===== config.mk =====
export PLATFORM = sky130hd
export DESIGN_NAME = wh_port_sched
export DESIGN_NICKNAME = d
export VERILOG_FILES = /design/src/rtl/wh_port_sched_pkg.sv /design/src/rtl/wh_port_sched_rr_pick.sv /design/src/rtl/wh_port_sched.sv
export SDC_FILE = /design/constraint.sdc
export NUM_CORES = 1
export LEC_CHECK = 0
export CAP_MARGIN = 20
export CORE_MARGIN = 5
export CORE_UTILIZATION = 43
export DETAILED_ROUTE_END_ITERATION = 8
export DONT_BUFFER_PORTS = 1
export PLACE_DENSITY_LB_ADDON = 0.15
export SKIP_CTS_REPAIR_TIMING = 1
export SLEW_MARGIN = 20
export SYNTH_ARGS = -nofsm -noshare
export SYNTH_HDL_FRONTEND = slang
export SYNTH_SLANG_ARGS = --single-unit

===== constraint.sdc =====
create_clock -name clk -period 11.1 [get_ports clk]
set_input_delay 2.775 -clock clk [delete_from_list [all_inputs] [get_ports clk]]
set_output_delay 2.775 -clock clk [all_outputs]
set_load 0.005 [all_outputs]

===== src/rtl/wh_port_sched_pkg.sv =====
`default_nettype none
// +----------------------------------------------------------------------------+
// | Module   : wh_port_sched_pkg                                               |
// | Brief    : Shared flit encodings, FSM states and sizing helpers.           |
// | Revision : 1.0                                                             |
// +----------------------------------------------------------------------------+
package wh_port_sched_pkg;

    typedef enum logic [2:0] {
        FT_HEADER = 3'b001,
        FT_BODY   = 3'b010,
        FT_TAIL   = 3'b100
    } flit_t;

    typedef enum logic [0:0] {
        ST_IDLE = 1'b0,
        ST_XFER = 1'b1
    } state_t;

    localparam int DEF_LEN_W = 12;

    function automatic int idx_width(input int n);
        return (n > 1) ? $clog2(n) : 1;
    endfunction

endpackage
`default_nettype wire


===== src/rtl/wh_port_sched_rr_pick.sv =====
`default_nettype none
// +----------------------------------------------------------------------------+
// | Module   : rr_pick                                                         |
// | Brief    : Combinational round-robin search starting just after ptr.       |
// | Revision : 1.0                                                             |
// +----------------------------------------------------------------------------+
module rr_pick
    import wh_port_sched_pkg::*;
#(
    parameter int N_IN  = 5,
    parameter int PTR_W = idx_width(N_IN)
) (
    input  logic [N_IN-1:0]  qual,
    input  logic [PTR_W-1:0] ptr,
    output logic [N_IN-1:0]  win,
    output logic             valid
);

    int j;

    always_comb begin
        win   = '0;
        valid = 1'b0;
        j     = 0;
        for (int k = 1; k <= N_IN; k++) begin
            j = (int'(ptr) + k) % N_IN;
            if (!valid && qual[j]) begin
                win[j] = 1'b1;
                valid  = 1'b1;
            end
        end
    end

endmodule
`default_nettype wire


===== src/rtl/wh_port_sched.sv =====
`default_nettype none
// +----------------------------------------------------------------------------+
// | Module   : wh_port_sched                                                   |
// | Brief    : Wormhole output-port scheduler; define WH_SCHED_WATCHDOG_EN to  |
// |            add a stall watchdog that aborts a stuck packet.                |
// | Revision : 1.0                                                             |
// +----------------------------------------------------------------------------+
module wh_port_sched
    import wh_port_sched_pkg::*;
#(
    parameter int N_IN  = 5,
    parameter int LEN_W = DEF_LEN_W,
    parameter int TMO_W = 8
) (
    input  logic                    clk,
    input  logic                    rst,
    input  logic [N_IN-1:0]         req,
    input  logic [3*N_IN-1:0]       flit_type,
    input  logic [LEN_W*N_IN-1:0]   length,
    input  logic                    dcts,
    output logic [N_IN-1:0]         grant,
    output logic [N_IN-1:0]         sel,
    output logic                    busy,
    output logic                    err
);

    localparam int               PTR_W   = idx_width(N_IN);
    localparam logic [PTR_W-1:0] PTR_RST = PTR_W'(N_IN - 1);

    if (TMO_W < 2) begin : g_tmo_check
        $error("wh_port_sched: TMO_W must be at least 2");
    end

    logic [2:0]       ftype [N_IN];
    logic [LEN_W-1:0] len_a [N_IN];
    logic [N_IN-1:0]  qual;
    logic [N_IN-1:0]  win_oh;
    logic             win_valid;
    logic [PTR_W-1:0] win_idx;

    state_t           state, state_n;
    logic [PTR_W-1:0] owner, owner_n;
    logic [PTR_W-1:0] ptr, ptr_n;
    logic [LEN_W-1:0] cnt, cnt_n;
    logic [N_IN-1:0]  grant_n, sel_n;
    logic             busy_n, err_n;

`ifdef WH_SCHED_WATCHDOG_EN
    // Abort on the stall that would make the counter all-ones.
    localparam logic [TMO_W-1:0] WD_LAST = {{(TMO_W-1){1'b1}}, 1'b0};
    logic [TMO_W-1:0] wd, wd_n;
`endif

    for (genvar i = 0; i < N_IN; i++) begin : g_in
        assign ftype[i] = flit_type[3*i +: 3];
        assign len_a[i] = length[LEN_W*i +: LEN_W];
        assign qual[i]  = req[i] && (ftype[i] == FT_HEADER);
    end

    rr_pick #(
        .N_IN  (N_IN),
        .PTR_W (PTR_W)
    ) u_rr_pick (
        .qual  (qual),
        .ptr   (ptr),
        .win   (win_oh),
        .valid (win_valid)
    );

    always_comb begin
        win_idx = '0;
        for (int i = 0; i < N_IN; i++) begin
            if (win_oh[i]) win_idx = PTR_W'(i);
        end
    end

    always_ff @(posedge clk or negedge rst) begin
        if (!rst) begin
            state <= ST_IDLE;
            owner <= '0;
            ptr   <= PTR_RST;
            cnt   <= '0;
            grant <= '0;
            sel   <= '0;
            busy  <= 1'b0;
            err   <= 1'b0;
`ifdef WH_SCHED_WATCHDOG_EN
            wd    <= '0;
`endif
        end else begin
            state <= state_n;
            owner <= owner_n;
            ptr   <= ptr_n;
            cnt   <= cnt_n;
            grant <= grant_n;
            sel   <= sel_n;
            busy  <= busy_n;
            err   <= err_n;
`ifdef WH_SCHED_WATCHDOG_EN
            wd    <= wd_n;
`endif
        end
    end

    // sel/busy stay up through the releasing cycle and drop in the IDLE cycle after.
    always_comb begin
        state_n = state;
        owner_n = owner;
        ptr_n   = ptr;
        cnt_n   = cnt;
        grant_n = '0;
        sel_n   = sel;
        busy_n  = busy;
        err_n   = 1'b0;
`ifdef WH_SCHED_WATCHDOG_EN
        wd_n    = '0;
`endif
        case (state)
            ST_IDLE: begin
                sel_n  = '0;
                busy_n = 1'b0;
                if (dcts && win_valid) begin
                    grant_n = win_oh;
                    sel_n   = win_oh;
                    busy_n  = 1'b1;
                    owner_n = win_idx;
                    if (len_a[win_idx] <= LEN_W'(1)) begin
                        ptr_n = win_idx;
                        cnt_n = '0;
                    end else begin
                        state_n = ST_XFER;
                        cnt_n   = len_a[win_idx] - 1'b1;
                    end
                end
            end
            ST_XFER: begin
                if (req[owner] && (ftype[owner] == FT_HEADER)) begin
                    state_n = ST_IDLE;
                    ptr_n   = owner;
                    err_n   = 1'b1;
                end else if (dcts && req[owner]) begin
                    grant_n = sel;
                    cnt_n   = cnt - 1'b1;
                    if (cnt == LEN_W'(1)) begin
                        state_n = ST_IDLE;
                        ptr_n   = owner;
                    end else if (ftype[owner] == FT_TAIL) begin
                        state_n = ST_IDLE;
                        ptr_n   = owner;
                        err_n   = 1'b1;
                    end
                end else begin
`ifdef WH_SCHED_WATCHDOG_EN
                    if (wd == WD_LAST) begin
                        state_n = ST_IDLE;
                        ptr_n   = owner;
                        err_n   = 1'b1;
                    end else begin
                        wd_n = wd + 1'b1;
                    end
`endif
                end
            end
            default: state_n = ST_IDLE;
        endcase
    end

endmodule
`default_nettype wire


; ---- Yosys cells after proc, flatten, opt, wreduce, memory -nomap -nowiden
; Index checks and enable logic that the tools add are counted.
[word_totals]
regBits = 31
word_cells = 155
[classes]
eq_ne = 14
reduce_logical = 24
n_bitwise = 7
magnitude_cmp = 14
add_sub_neg = 7
n_mux = 76
div_mod_pow = 5
[op_table]
columns = op, count
row1 = $ge 32x1->1 const B, 5
row2 = $lt 32x5->1 const B, 5
row3 = $mod 32x4->32 const B, 5
row4 = $mux 12, 6
row5 = $mux 5, 8
row6 = $bmux 12 s3, 1
row7 = $mux 1, 34
row8 = $mux 3, 10
row9 = $pmux 12 s2, 1
row10 = $sub 12x1->12 const B, 2
row11 = $or 5x5->5, 4
row12 = $bmux 1 s3, 6
row13 = $eq 3x1->1 const B, 6
row14 = $logic_and 1x1->1, 17
row15 = $demux 1 s3, 5
row16 = $eq 12x1->1 const B, 1
row17 = $le 12x1->1 const B, 1
row18 = $pmux 5 s2, 1
row19 = $bmux 3 s3, 1
row20 = $add 3x2->4 const B, 2
row21 = $add 3x3->4 const B, 2
row22 = $ge 4x4->1 const B, 2
row23 = $not 3->4, 2
row24 = $ne 2x2->1 const B, 3
row25 = other kinds (14), 17

; ---- Depth between registers and ports, before layout
; Gate-level depths: netlist of run 1.
[depth]
word_depth = 30
depth_mapped = 34
ltp_nobuf = 28

; ---- Modules after synthesis
; Synthesis of run 1 repeated with hierarchy kept, for this count alone.
[unflattened]
cells_unflattened = 721
area_unflattened_um2 = 5445.2
[by_module_without_submodules]
columns = mod, cells_each, area_each_um2, n_inst
row1 = rr_pick, 412, 2866.5, 1
row2 = wh_port_sched, 309, 2578.7, 1

; ---- Worst setup path before layout of run 1
; OpenSTA, ideal clock, no wires.
[synth_timing]
kind = reg-to-reg
from = register ptr[0]
to = register ptr[0]
setup_slack_ns = 3.428
stages_incl_launch_ff = 35
n_path_buf = 7
arrival_ns = 7.595
path_cell_list = dfrtp_1 -> inv_1 -> clkbuf_1 -> clkbuf_1 -> ha_1 -> clkbuf_1 -> inv_1 -> clkbuf_1 -> ha_1 -> or3b_2 -> o22ai_1 -> or2_2 -> ha_1 -> nand2b_1 -> o21ai_0 -> o32ai_4 -> mux2_2 -> a31oi_1 -> and3b_1 -> clkbuf_1 -> and4b_1 -> a211o_1 -> nor3_2 -> buf_6 -> mux2_2 -> nand2_1 -> o21ai_0 -> a21oi_1 -> ha_1 -> or2_2 -> buf_1 -> nand4_1 -> nor4_4 -> mux2_1 -> o21ai_1
[synth_between]
elab_chain_cells = 29
elab_cells_between_ends = 88
classes_between = add/sub (5) / div (5) / order compare (11) / eq/ne (2) / mux (45) / bitwise (5) / reduce/logical (15)
[synth_rtl]
columns = element, line_no
row1 = "start, declared", wh_port_sched.sv:43  ; logic [PTR_W-1:0] ptr, ptr_n;
row2 = "start signal, assigned", wh_port_sched.sv:93  ; ptr <= ptr_n;
row3 = branches (longest 29 deep; another with $mod 32x4->32), --
; Parallel ways; which one is timed is not known. The select of a mux whose other input is x is not followed.
; A chain may end at the register's enable or synchronous reset.

; ---- Final worst setup path of run 1
; Same ends and word-level chain as after synthesis.

==> summary.txt, run 1 <==
Status - completed
Via count - 5914
Complex-gate fraction of the synthesized area - 0.3039
Setup repair after global routing missed its margin - false
Largest family of logic cells by synthesized area - simple AND/OR/NAND/NOR gates
Syn Area/Cell - 7.318 um^2
Critical Path Source - ptr[0]$_DFFE_PN0P_
HP Class - register to register
Non-filler instance count after layout - 904
CTS tree - built
Power Density - 331.4 nW/um^2
Worst setup path category - register to register
Synth Warn # - 0
Vias/cell - 6.542
Buf+Inv Stages, Crit Path - 3
CTS Sinks - 31
Reg clk slew, reported paths - 0.05 ns
Post-DP Area - 5663 um^2
Most used cell, CP - ha_1
Total CTS buffers - 5
Met2 Routed Length - 7.840 mm
Final wirelength - 17.79 mm
Syn nets - 880
Fill count - 1295
Max Used Layer - met4
Top delay family on crit path - simple AND/OR/NAND/NOR gates
Initial Util - 0.4389
Global-route wire length before repair - 27.91 mm
Pre-CTS setup slack - 1.982 ns
Synth Area in Adders - 0.08324
Total power draw - 1.924 mW
Worst hold start - busy$_DFFE_PN0N_
Worst r2r dst - ptr[0]$_DFFE_PN0P_
Seq/Total Area, Yosys - 0.1397
Ant. Diodes - 0
CP arrival - 9.61 ns
DR WL/cell - 19.68 um
Post-synthesis xor/xnor area fraction - 0.02835
Final #Nets - 852
Die Ht - 123.7 um
Vias in the first global route - 5347
TritonRoute pass-1 iters - 7
Lkg Pwr - 2.289 nW
CP Capture Type - register
Layout cells sized above 1 - 0.08880
Site row count - 41
Remaining Overflow, GRT - 0
Core area - 12670 um^2
Final worst slack - 1.685 ns
Clock Tree Buf Depth - 2
Area grow syn2layout - 4.409%
H-tree levels - 2
Final setup fails - 0
DRC errors left - 0
Crit path time final - 9.415 ns
Largest net degree at the start of global routing - 47
Post-synthesis mux area share - 0.07739
Async S/R FF share, synth - 1.000
Pins over their slew limit - 0
Worst path required time - 11.30 ns
Number of port buffers - 0
Post-Syn Area - 5562 um^2
Fin Clk Skew - 0.008399 ns
Startpoint Class - register
GRT Overall Usage - 0.2253
Worst Hold End - busy$_DFFE_PN0N_
Worst Hold Slack - 0.5290 ns
Max cap viols - 0
CP max-delay cell - ha_1
GPL Wtd Cong - 0.9069
Met3 WL post-DR - 1.379 mm
Design area - 5807 um^2
Peak supply drop - 0.0001976 V
Layout Utilization - 0.4583
DR iter-0 viols - 741
M1 WL - 8.334 mm
Tightest Pin Transition - 1.011 ns
Tcrit/Tclk final - 0.8482
Simple-gate share of the synthesized area - 0.3051
Setup TNS - 0 ns
Reg2reg path depth - 28
Chip width - 123.7 um
Max-slew headroom - 0.3238
Crit path largest cell delay - 1.05 ns
DP HPWL - 13.96 mm
Die Area - 15310 um^2
Most used flip-flop cell after synthesis - dfrtp_1
Syn Inst Count - 760
Placed insts - 897
Fin. Hold Viols - 0
Flop-to-flop setup slack - 1.69 ns
IO Pins - 95
#FFs+latches synth - 31
Hold path depth - 2
Root buf cell - clkbuf_16
Worst skew pair latency - 0.28 ns
Synth unique cells - 98
Initial antenna violation count - 0
Crit path max fanout - 46
Max Freq - 106.2 MHz
Worst reg2reg path startpoint - ptr[0]$_DFFE_PN0P_
Number of synthesized flops with an enable pin - 0
Routed Antenna Nets - 0
## registers in the layout, summed over array words and instances, names as in the netlist
signal / count
owner: 3
ptr: 3
sel: 5
busy: 1
cnt: 12
grant: 5
err: 1
state: 1
## placed cells by master, fill, tap and decap left out, types with 13 or more instances in the layout
cell,Yosys,routed
nor3_1,26,26
nor2_1,50,50
nand2b_1,13,13
mux2i_1,28,28
dfrtp_1,30,30
a21oi_1,36,36
ha_1,37,37
nand2_1,97,97
nand3_1,26,26
nand4_1,13,13
inv_1,34,34
o21ai_0,54,54
## cells in the mapped netlist (5+ instances only)
library cell | n | area (um^2)
nand2_1 | 97 | 364.1
o21ai_0 | 54 | 270.3
nor2_1 | 50 | 187.7
ha_1 | 37 | 462.9
a21oi_1 | 36 | 180.2
inv_1 | 34 | 127.6
dfrtp_1 | 30 | 750.7
clkbuf_1 | 28 | 105.1
mux2i_1 | 28 | 280.3
nand3_1 | 26 | 130.1
nor3_1 | 26 | 130.1
nand2b_1 | 13 | 81.33
nand4_1 | 13 | 81.33
nor2b_1 | 12 | 75.07
o21ai_1 | 12 | 60.06
a31oi_1 | 11 | 68.82
a21o_1 | 10 | 75.07
o211ai_1 | 10 | 75.07
a22oi_1 | 9 | 67.56
nor4_1 | 9 | 56.30
a211oi_1 | 8 | 60.06
mux2_2 | 8 | 90.09
o21a_1 | 8 | 60.06
o31ai_1 | 8 | 60.06
or2_2 | 8 | 50.05
or3_1 | 8 | 50.05
xnor2_1 | 8 | 70.07
buf_2 | 7 | 35.03
and3_1 | 6 | 37.54
a222oi_1 | 5 | 50.05
nor4bb_1 | 5 | 50.05
xor2_1 | 5 | 43.79
## worst min-delay path: stages (launching register included)
cell,delay (ns)
dfrtp_1,0.37
nand2_1,0.07
nand2_1,0.06
## metal layers
metal / track usage / vias up
li1: - / 2800
met1: 0.3336 / 2814
met2: 0.3532 / 280
met3: 0.02634 / 20
met4: 0.04291 / 0
met5: 0 / -
## worst max path at each step
stage,slack (ns),cells after the start,endpoint
6_report,1.69,28,ptr[0]$_DFFE_PN0P_
5_1_grt,1.15,28,ptr[0]$_DFFE_PN0P_
4_1_cts,1.97,28,ptr[0]$_DFFE_PN0P_
3_5_place_dp,1.98,28,ptr[0]$_DFFE_PN0P_
3_3_place_gp,2.30,28,ptr[0]$_DFFE_PN0P_
2_1_floorplan,3.43,34,ptr[0]$_DFFE_PN0P_
## layout make-up
class / instances / area (um^2) / area share
clock buffer: 6 / 138.9 / 0.02392
clock inverter: 1 / 5.005 / 0.0008619
inverter: 40 / 150.1 / 0.02586
multi-input combinational: 646 / 4461 / 0.7682
sequential: 31 / 777.0 / 0.1338
tap: 172 / 215.2 / 0.03706
timing repair buffer: 8 / 60.06 / 0.01034
## logic make-up (layout without fill, tap and decap cells)
family	Yosys count	after routing
AOI/OAI and AO/OA	239	239
and+or+nand+nor	314	314
buffers and inverters	83	55
muxes	41	41
xor gates and xnor gates	15	15
adders and majority gates	37	37
DFF	31	31
## power by group
| part | total, mW | internal (mW) | switching [mW] |
|---|---|---|---|
| clock | 0.133 | 0.0872 | 0.0462 |
| sequential | 0.225 | 0.153 | 0.0716 |
| combinational | 1.57 | 0.568 | 0.998 |
Note: power is estimated with default switching activity, not from simulation.
==> run 2, diff against run 1 <==
- clock period: 11.1 -> 8.4 ns (I/O delays scaled with it)
==> run 2 against run 1 <==
Die area did not move. Largest cell class unchanged. Final cell count increased by 1.4%. Clock power up 31%.
==> summary.txt, run 2 (synthesis results as in run 1) <==
Status - completed
Max-slew headroom - 0.3772 (+0.05338)
Total power draw - 2.575 mW (+34%)
Layout cells sized above 1 - 0.1060 (+0.01724)
DRC errors left - 0 (unchanged)
Flop-to-flop setup slack - 0.86 ns (-0.83 ns)
Power Density - 436.3 nW/um^2 (+32%)
Fin Clk Skew - 0.006603 ns (-0.001796 ns)
Buf+Inv Stages, Crit Path - 5 (+2)
Routed Antenna Nets - 0 (unchanged)
Initial antenna violation count - 0 (unchanged)
DP HPWL - 14.31 mm (+2.5%)
Die Area - 15310 um^2 (unchanged)
Post-DP Area - 5744 um^2 (+1.4%)
H-tree levels - 2 (unchanged)
Peak supply drop - 0.0003071 V (+55%)
Layout Utilization - 0.4658 (+0.007505)
Core area - 12670 um^2 (unchanged)
Vias in the first global route - 5613 (+5.0%)
Clock Tree Buf Depth - 2 (unchanged)
Tcrit/Tclk final - 0.8980 (+0.04983)
Setup TNS - 0 ns (unchanged)
DR WL/cell - 19.57 um (-0.59%)
Fin. Hold Viols - 0 (unchanged)
Max Freq - 132.6 MHz (+25%)
Global-route wire length before repair - 28.72 mm (+2.9%)
Top Usage Layer GRT - met2
Multi-input gate area - 4458 um^2 (about the same)
Chip width - 123.7 um (unchanged)
Die Ht - 123.7 um (unchanged)
Final #Nets - 865 (+1.5%)
Initial Util - 0.4389 (unchanged)
Ant. Diodes - 0 (unchanged)
Worst Hold Slack - 0.5079 ns (-0.02106 ns)
Root buf cell - clkbuf_16
TritonRoute pass-1 iters - 5 (-2)
CTS tree - built
Most frequent cells in the layout - 97 x nand2_1, 54 x o21ai_0, 50 x nor2_1, 37 x ha_1, 36 x a21oi_1
Top delay family on crit path - compound AO/OA/AOI/OAI gates
Placed insts - 909 (+1.3%)
CTS Sinks - 31 (unchanged)
Non-filler instance count after layout - 917 (+1.4%)
Fill count - 1301 (+0.46%)
Crit path max fanout - 14 (-70%)
CP arrival - 7.74 ns (-1.87 ns)
Largest regs - cnt x12, grant x5, sel x5
Tightest Pin Transition - 0.9271 ns (-0.08347 ns)
Max cap viols - 0 (unchanged)
Crit path largest cell delay - 0.60 ns (-0.45 ns)
Reg2reg path depth - 30 (+7.1%)
Worst path required time - 8.60 ns (-2.70 ns)
Flip-flop count of the largest register after layout - 12 (unchanged)
Hold path depth - 2 (unchanged)
Final setup fails - 0 (unchanged)
HP Class - register to register
GPL Wtd Cong - 0.9176 (+1.2%)
Most common cell after layout, fill and taps aside - nand2_1
Total CTS buffers - 5 (unchanged)
Area grow syn2layout - 6.119%
GRT Overall Usage - 0.2323 (+0.006988)
Final wirelength - 17.94 mm (+0.84%)
Worst path depth - 30 (+7.1%)
Area taken by flip-flops and latches - 777.0 um^2 (unchanged)
Setup repair after global routing missed its margin - false
Final worst slack - 0.8568 ns (-0.8285 ns)
Top reg by flops - cnt
Pins over their slew limit - 0 (unchanged)
Met3 usage - 0.03860 (+0.01226)
Vias/cell - 6.399 (-2.2%)
Site row count - 41 (unchanged)
Remaining Overflow, GRT - 0 (unchanged)
Worst setup path category - register to register
Largest net degree at the start of global routing - 32 (-32%)
Design area - 5902 um^2 (+1.6%)
GR Util met2 - 0.3677 (+0.01453)
DR iter-0 viols - 607 (-18%)
Worst skew pair latency - 0.28 ns (about the same)
Met1 usage - 0.3371 (+0.003441)
Number of port buffers - 0 (unchanged)
Lkg Pwr - 2.345 nW (+2.5%)
Most used cell, CP - ha_1
CP Capture Type - register
Reg clk slew, reported paths - 0.05 ns (about the same)
CP max-delay cell - xnor2_2
Via count - 5868 (-0.78%)
Crit path time final - 7.543 ns (-1.872 ns)
Pre-CTS setup slack - 0.9430 ns (-1.039 ns)
IO Pins - 95 (unchanged)
Startpoint Class - register
[run 2: changes by cell type in the layout (fill, tap and decap cells not counted), sizes merged]
cell,before,now
buf,8,21
[run 2: worst min-delay path: stages (launching register included)]
cell and delay (ns):
dfrtp_1 0.36, nand2_1 0.06, nand2_1 0.05
[run 2: power by group]
group          switching, mW  leakage (nW)  internal (mW)
sequential            0.0866         0.382          0.203
combinational           1.33          1.89          0.784
clock                 0.0585        0.0727          0.115
[run 2: final timing paths]
path | start | to
worst max-delay path | ptr[1]$_DFFE_PN0P_ | ptr[0]$_DFFE_PN0P_
worst min-delay path | busy$_DFFE_PN0N_ | busy$_DFFE_PN0N_
worst max register to register | ptr[1]$_DFFE_PN0P_ | ptr[0]$_DFFE_PN0P_
worst min register to register | busy$_DFFE_PN0N_ | busy$_DFFE_PN0N_
max in group asynchronous | rst | ptr[2]$_DFFE_PN1P_
min in group asynchronous | rst | cnt[8]$_DFFE_PN0P_
[run 2: area by class of cell]
| type | instances | area share |
|---|---|---|
| multi-input cells | 646 | 0.7554 |
| flip-flops and latches | 31 | 0.1317 |
| well taps | 172 | 0.03646 |
| repair buffers | 21 | 0.02671 |
| inverters | 40 | 0.02544 |
| clock buffers | 6 | 0.02353 |
| clock inverters | 1 | 0.0008480 |
[run 2: metal layers]
layer / vias up / wire, um
met1: 2781 / 8058
met3: 20 / 1582
li1: 2829 / -
met4: 0 / 214
met5: - / 0
met2: 238 / 8087
==> run 3, diff against run 2 <==
- CAP_MARGIN: 20 -> 40
- clock period: 8.4 -> 6.6 ns (I/O delays scaled with it)
==> run 3 against run 2 <==
Register-to-register slack lost 0.63 ns. Largest cell class unchanged. Critical endpoint unchanged. Critical path depth decreased by 4. Maximum frequency up 18%. Clock-buffer cell count did not move. Combinational power up 47%. Sequential share of layout area down 0.85 points. First-iteration DRC count down 1.2%. Final cell count rose by 4.0%. Total power increased by 46%. Worst setup slack worse by 0.63 ns. Non-clock buffer count increased by 36.
==> summary.txt, run 3 (synthesis results as in run 1) <==
P_sw - 2.046 mW (+39%)
Power share of the clock group - 0.073 (+0.006)
Via count - 6050 (+3.1%)
Die Area - 15310 um^2 (unchanged)
CP max-delay cell - nor3_4
Final wirelength - 19.13 mm (+6.6%)
GPL Wtd Cong - 0.9607 (+4.7%)
Sequential fraction of design power - 0.099 (-0.013)
Final #Nets - 901 (+4.2%)
Largest net degree at the start of global routing - 32 (unchanged)
Largest regs - cnt x12, grant x5, sel x5
Max-slew headroom - 0.4874 (+0.1102)
Setup TNS - 0 ns (unchanged)
CP arrival - 6.57 ns (-1.17 ns)
Setup repair after global routing missed its margin - true
Pint - 1.706 mW (+55%)
Worst skew pair latency - 0.28 ns (about the same)
Most common cell after layout, fill and taps aside - nand2_1
Placed insts - 939 (+3.3%)
Power Density - 592.9 nW/um^2 (+36%)
DR WL/cell - 20.05 um (+2.5%)
Multi-input gate area - 4578 um^2 (+2.7%)
Most frequent cells in the layout - 96 x nand2_1, 56 x buf_4, 51 x o21ai_0, 50 x nor2_1, 35 x a21oi_1
GRT Overall Usage - 0.2457 (+0.01343)
Global-route wire length before repair - 30.15 mm (+5.0%)
Clock Tree Buf Depth - 2 (unchanged)
Initial Util - 0.4389 (unchanged)
Vias/cell - 6.342 (-0.90%)
Reg2reg path depth - 26 (-13%)
Area taken by flip-flops and latches - 779.5 um^2 (+0.32%)
Flip-flop count of the largest register after layout - 12 (unchanged)
H-tree levels - 2 (unchanged)
IO Pins - 95 (unchanged)
Sw Ratio - 0.5452 (-0.02680)
Lkg Pwr - 2.559 nW (+9.1%)
Chip width - 123.7 um (unchanged)
Reg clk slew, reported paths - 0.05 ns (about the same)
Remaining Overflow, GRT - 0 (unchanged)
Total CTS buffers - 5 (unchanged)
Peak supply drop - 0.0004400 V (+43%)
DP HPWL - 15.12 mm (+5.6%)
Most used cell, CP - ha_4
DRC errors left - 0 (unchanged)
Ant. Diodes - 0 (unchanged)
Combinational Power Share - 0.828 (+0.008)
Startpoint Class - register
CTS Sinks - 31 (unchanged)
Routed Antenna Nets - 0 (unchanged)
Number of port buffers - 0 (unchanged)
Worst setup path category - register to register
Core area - 12670 um^2 (unchanged)
Layout cells sized above 1 - 0.1688 (+0.06276)
Tcrit/Tclk final - 0.9659 (+0.06793)
Top reg by flops - cnt
Site row count - 41 (unchanged)
CTS tree - built
TritonRoute pass-1 iters - 5 (unchanged)
Crit path time final - 6.375 ns (-1.168 ns)
HP Class - register to register
Root buf cell - clkbuf_16
Die Ht - 123.7 um (unchanged)
Total power draw - 3.752 mW (+46%)
Final setup fails - 0 (unchanged)
Crit path max fanout - 9 (-5)
Fin Clk Skew - 0.007013 ns (+0.0004097 ns)
Hold path depth - 2 (unchanged)
DR iter-0 viols - 600 (-1.2%)
Worst path required time - 6.79 ns (-1.81 ns)
Fill count - 1249 (-4.0%)
Fin. Hold Viols - 0 (unchanged)
Tightest Pin Transition - 0.7690 ns (-0.1582 ns)
Non-filler instance count after layout - 954 (+4.0%)
Worst Hold Slack - 0.5246 ns (+0.01661 ns)
CP Capture Type - register
Initial antenna violation count - 0 (unchanged)
Max cap viols - 0 (unchanged)
Area grow syn2layout - 13.79%
Crit path largest cell delay - 0.41 ns (-0.19 ns)
Vias in the first global route - 5779 (+3.0%)
Max Freq - 156.9 MHz (+18%)
Pins over their slew limit - 0 (unchanged)
Status - completed
## run 3: changes by cell type in the layout (fill, tap and decap cells not counted), sizes merged
cell      delta
inv          -1
clkinvlp     +1
buf         +36
bufinv       +1
## run 3: critical path, delay by kind of cell (launching register included)
kind / cells / cell delay (ns)
XOR/XNOR: 1 / 0.20
multiplexers: 3 / 0.98
flip-flops: 1 / 0.38
AO/OA/AOI/OAI: 7 / 1.51
AND/OR/NAND/NOR: 8 / 2.10
buffers and inverters: 4 / 0.61
adder cells (fa/ha/maj): 3 / 0.52
## run 3: metal layers
metal	global-route usage	part of all wire	vias up
met5	0	0	-
met4	0.04913	0.016	0
met3	0.04859	0.084	30
met2	0.3934	0.45	279
met1	0.3439	0.45	2839
li1	-	-	2902
## run 3: path summary, 6_finish.rpt
path	slack (ns)	start	endpoint
min in group asynchronous	1.06	rst	sel[0]$_DFFE_PN0N_
setup / recovery	0.22	ptr[1]$_DFFE_PN0P_	ptr[0]$_DFFE_PN0P_
hold / removal	0.52	busy$_DFFE_PN0N_	busy$_DFFE_PN0N_
hold reg to reg	0.52	busy$_DFFE_PN0N_	busy$_DFFE_PN0N_
setup reg to reg	0.22	ptr[1]$_DFFE_PN0P_	ptr[0]$_DFFE_PN0P_
max in group asynchronous	5.35	rst	ptr[2]$_DFFE_PN1P_
## run 3: stage by stage
step                      cell area, um^2    util  setup WS (ns)
final                                6329  0.4995         0.2249
after global routing                 6329  0.4995       -0.02848
after CTS                            6250  0.4932       -0.08283
after detailed placement             6076  0.4795       -0.07140
after global placement               6068  0.4789        0.04567
after floorplan                      5733       -       -0.09293
## run 3: layout make-up
| cell class | instances | share of cell area |
|---|---|---|
| multi-input combinational | 646 | 0.7234 |
| sequential | 31 | 0.1232 |
| timing repair buffer | 57 | 0.06722 |
| tap | 172 | 0.03401 |
| inverter | 40 | 0.02471 |
| clock buffer | 6 | 0.02195 |
| clock inverter | 2 | 0.005536 |
## run 3: power groups by stage
| stage | sequential, mW | clock [mW] | combinational [mW] |
|---|---|---|---|
| 2_1_floorplan | 0.307 | 0 | 2.23 |
| 3_3_place_gp | 0.367 | 0 | 2.90 |
| 3_5_place_dp | 0.369 | 0 | 2.97 |
| 4_1_cts | 0.367 | 0.278 | 2.98 |
| 5_1_grt | 0.381 | 0.288 | 3.38 |
| 6_report | 0.371 | 0.274 | 3.11 |
==> patch: new RTL, flow settings as in run 1 <==
Reset style: synchronous (`rst`), changed in one clocked block.
--- a/src/rtl/wh_port_sched.sv
+++ b/src/rtl/wh_port_sched.sv
@@ -74,7 +74,7 @@
         end
     end
 
-    always_ff @(posedge clk or negedge rst) begin
+    always_ff @(posedge clk) begin
         if (!rst) begin
             state <= ST_IDLE;
             owner <= '0;
Behaviour: differs if rst is asserted again (counterexample within 4 cycles, from zero or initial values and one cycle with rst low); with rst held inactive, the same outputs for 4 cycles.
==> patch against run 1 <==
  * Design area down 4.0%
  * Worst setup slack better by 1.2 ns
  * Routed wire length down 1.9%
  * Critical path depth down 2
  * Sequential cell count unchanged
  * Synthesized area down 3.6%
  * Clock skew down 0.0022 ns
  * Via count down 7.8%
  * Critical endpoint is now cnt[5]
  * Highest routed layer unchanged
Power is left out: the tool's default activity adds up to more than one toggle a clock period on the data nets, which glitch-free logic cannot reach.
==> patch: results (changes against run 1) <==
First-pass GRT wire length: 27,300 µm (was 27,900 µm)
Worst path max stage delay: 0.81 ns (was 1.05 ns)
WL per Instance: 20.6 µm (was 19.7 µm)
Critical Path Fanout Max: 25 (was 46)
Status: finished clean (unchanged)
Mean number of vias per cell: 6.45 (was 6.54)
DP Wirelength: 13,900 µm (was 14,000 µm)
R2R depth: 26 (was 28)
Global Route Usage Sum: 22.8% (was 22.5%)
Tightest Pin Transition: 0.929 ns (was 1.01 ns)
Hold Crit Start: sel[3] (was busy)
Final #Nets: 797 (was 852)
Post-synth ARST share: 0% (was 100%)
Layout cells sized above 1: 10.6% (was 8.88%)
Worst R2R End: cnt[5] (was ptr[0])
Number of global-route vias before repair: 5,190 (was 5,347)
Largest net degree at the start of global routing: 57 (was 47)
Drt pass-1 iters: 5 (was 7)
Hold path endpoint: grant[3] (was busy)
Die footprint: 14,800 µm² (was 15,300 µm²)
Fillers: 1,268 (was 1,295)
Seq/Total Area, Yosys: 11.6% (was 14.0%)
Syn Nets: 820 (was 880)
Post-synth cell types: 111 (was 98)
Routability cong.: 0.941 (was 0.907)
Worst Path Arrival: 8.41 ns (was 9.61 ns)
Ranking of synthesized cells by area: dfxtp_1 (12%), ha_1 (8.6%), nand2_1 (5.3%) (was dfrtp_1 (13%), ha_1 (8.3%), nand2_1 (6.5%))
patch: cell types whose count changed in the layout (fill, tap and decap cells not counted), sizes merged, moves of 6 or more:
| cell | before | now |
|---|---|---|
| dfxtp | 0 | 31 |
| dfrtp | 30 | 0 |
| nand2 | 98 | 76 |
| o21ai | 66 | 44 |
| nor3 | 28 | 16 |
| and2 | 3 | 13 |
| nor2 | 50 | 41 |
| a211oi | 9 | 16 |
| inv | 38 | 31 |
| mux2 | 13 | 6 |
| a21oi | 37 | 43 |
patch: kinds of logic after synthesis:
| family | count (synthesis) | synth area share, % |
|---|---|---|
| XOR/XNOR | 17 | 3.62 |
| multiplexers | 33 | 7.31 |
| flip-flops | 31 | 11.6 |
| AO/OA/AOI/OAI | 226 | 31.9 |
| adder cells (fa/ha/maj) | 37 | 8.64 |
| AND/OR/NAND/NOR | 288 | 31.0 |
| buffers and inverters | 68 | 5.91 |
patch: cell type report:
| type | count | area (µm²) | share of cell area (%) |
|---|---|---|---|
| repair buffers | 7 | 52.6 | 0.943 |
| flip-flops and latches | 31 | 622 | 11.2 |
| well taps | 168 | 210 | 3.77 |
| clock inverters | 1 | 5.00 | 0.0898 |
| inverters | 31 | 116 | 2.09 |
| clock buffers | 6 | 139 | 2.49 |
| multi-input cells | 601 | 4430 | 79.5 |
patch: layer usage:
| layer | vias to the layer above | global-route usage [%] | part of all wire [%] |
|---|---|---|---|
| met5 | - | 0 | 0 |
| met4 | 0 | 5.88 | 2.0 |
| met3 | 22 | 6.78 | 8.8 |
| met2 | 218 | 38.0 | 46 |
| met1 | 2567 | 28.7 | 43 |
| li1 | 2645 | - | - |
patch: worst max-delay path: cells and delay by family (launching register included):
| kind | cells | cell delay (ns) |
|---|---|---|
| AND/OR/NAND/NOR | 10 | 3.27 |
| AO/OA/AOI/OAI | 8 | 1.83 |
| adder cells (fa/ha/maj) | 4 | 1.63 |
| buffers and inverters | 3 | 0.88 |
| flip-flops | 1 | 0.31 |
| multiplexers | 1 | 0.18 |
patch: stage by stage:
stage               worst slack (ns)  instance area, µm²  utilization (%)  std cells  hold slack, ns
detailed placement              2.98                5420             44.8        838           0.486
finish                          2.90                5570             46.0        845           0.486
floorplan                       4.07                5360                -        700           0.452
global placement                3.15                5420             44.8        838           0.481
global route                    2.25                5570             46.0        845           0.514
CTS                             2.95                5570             46.0        845           0.494
patch: worst max path at each step:
stage	from	endpoint	depth (start not counted)
2_1_floorplan	flit_type[13]	cnt[5]	18
3_5_place_dp	ptr[0]	cnt[5]	26
5_1_grt	ptr[0]	cnt[5]	25
3_3_place_gp	ptr[0]	cnt[5]	25
6_report	ptr[0]	cnt[5]	26
4_1_cts	ptr[0]	cnt[5]	26
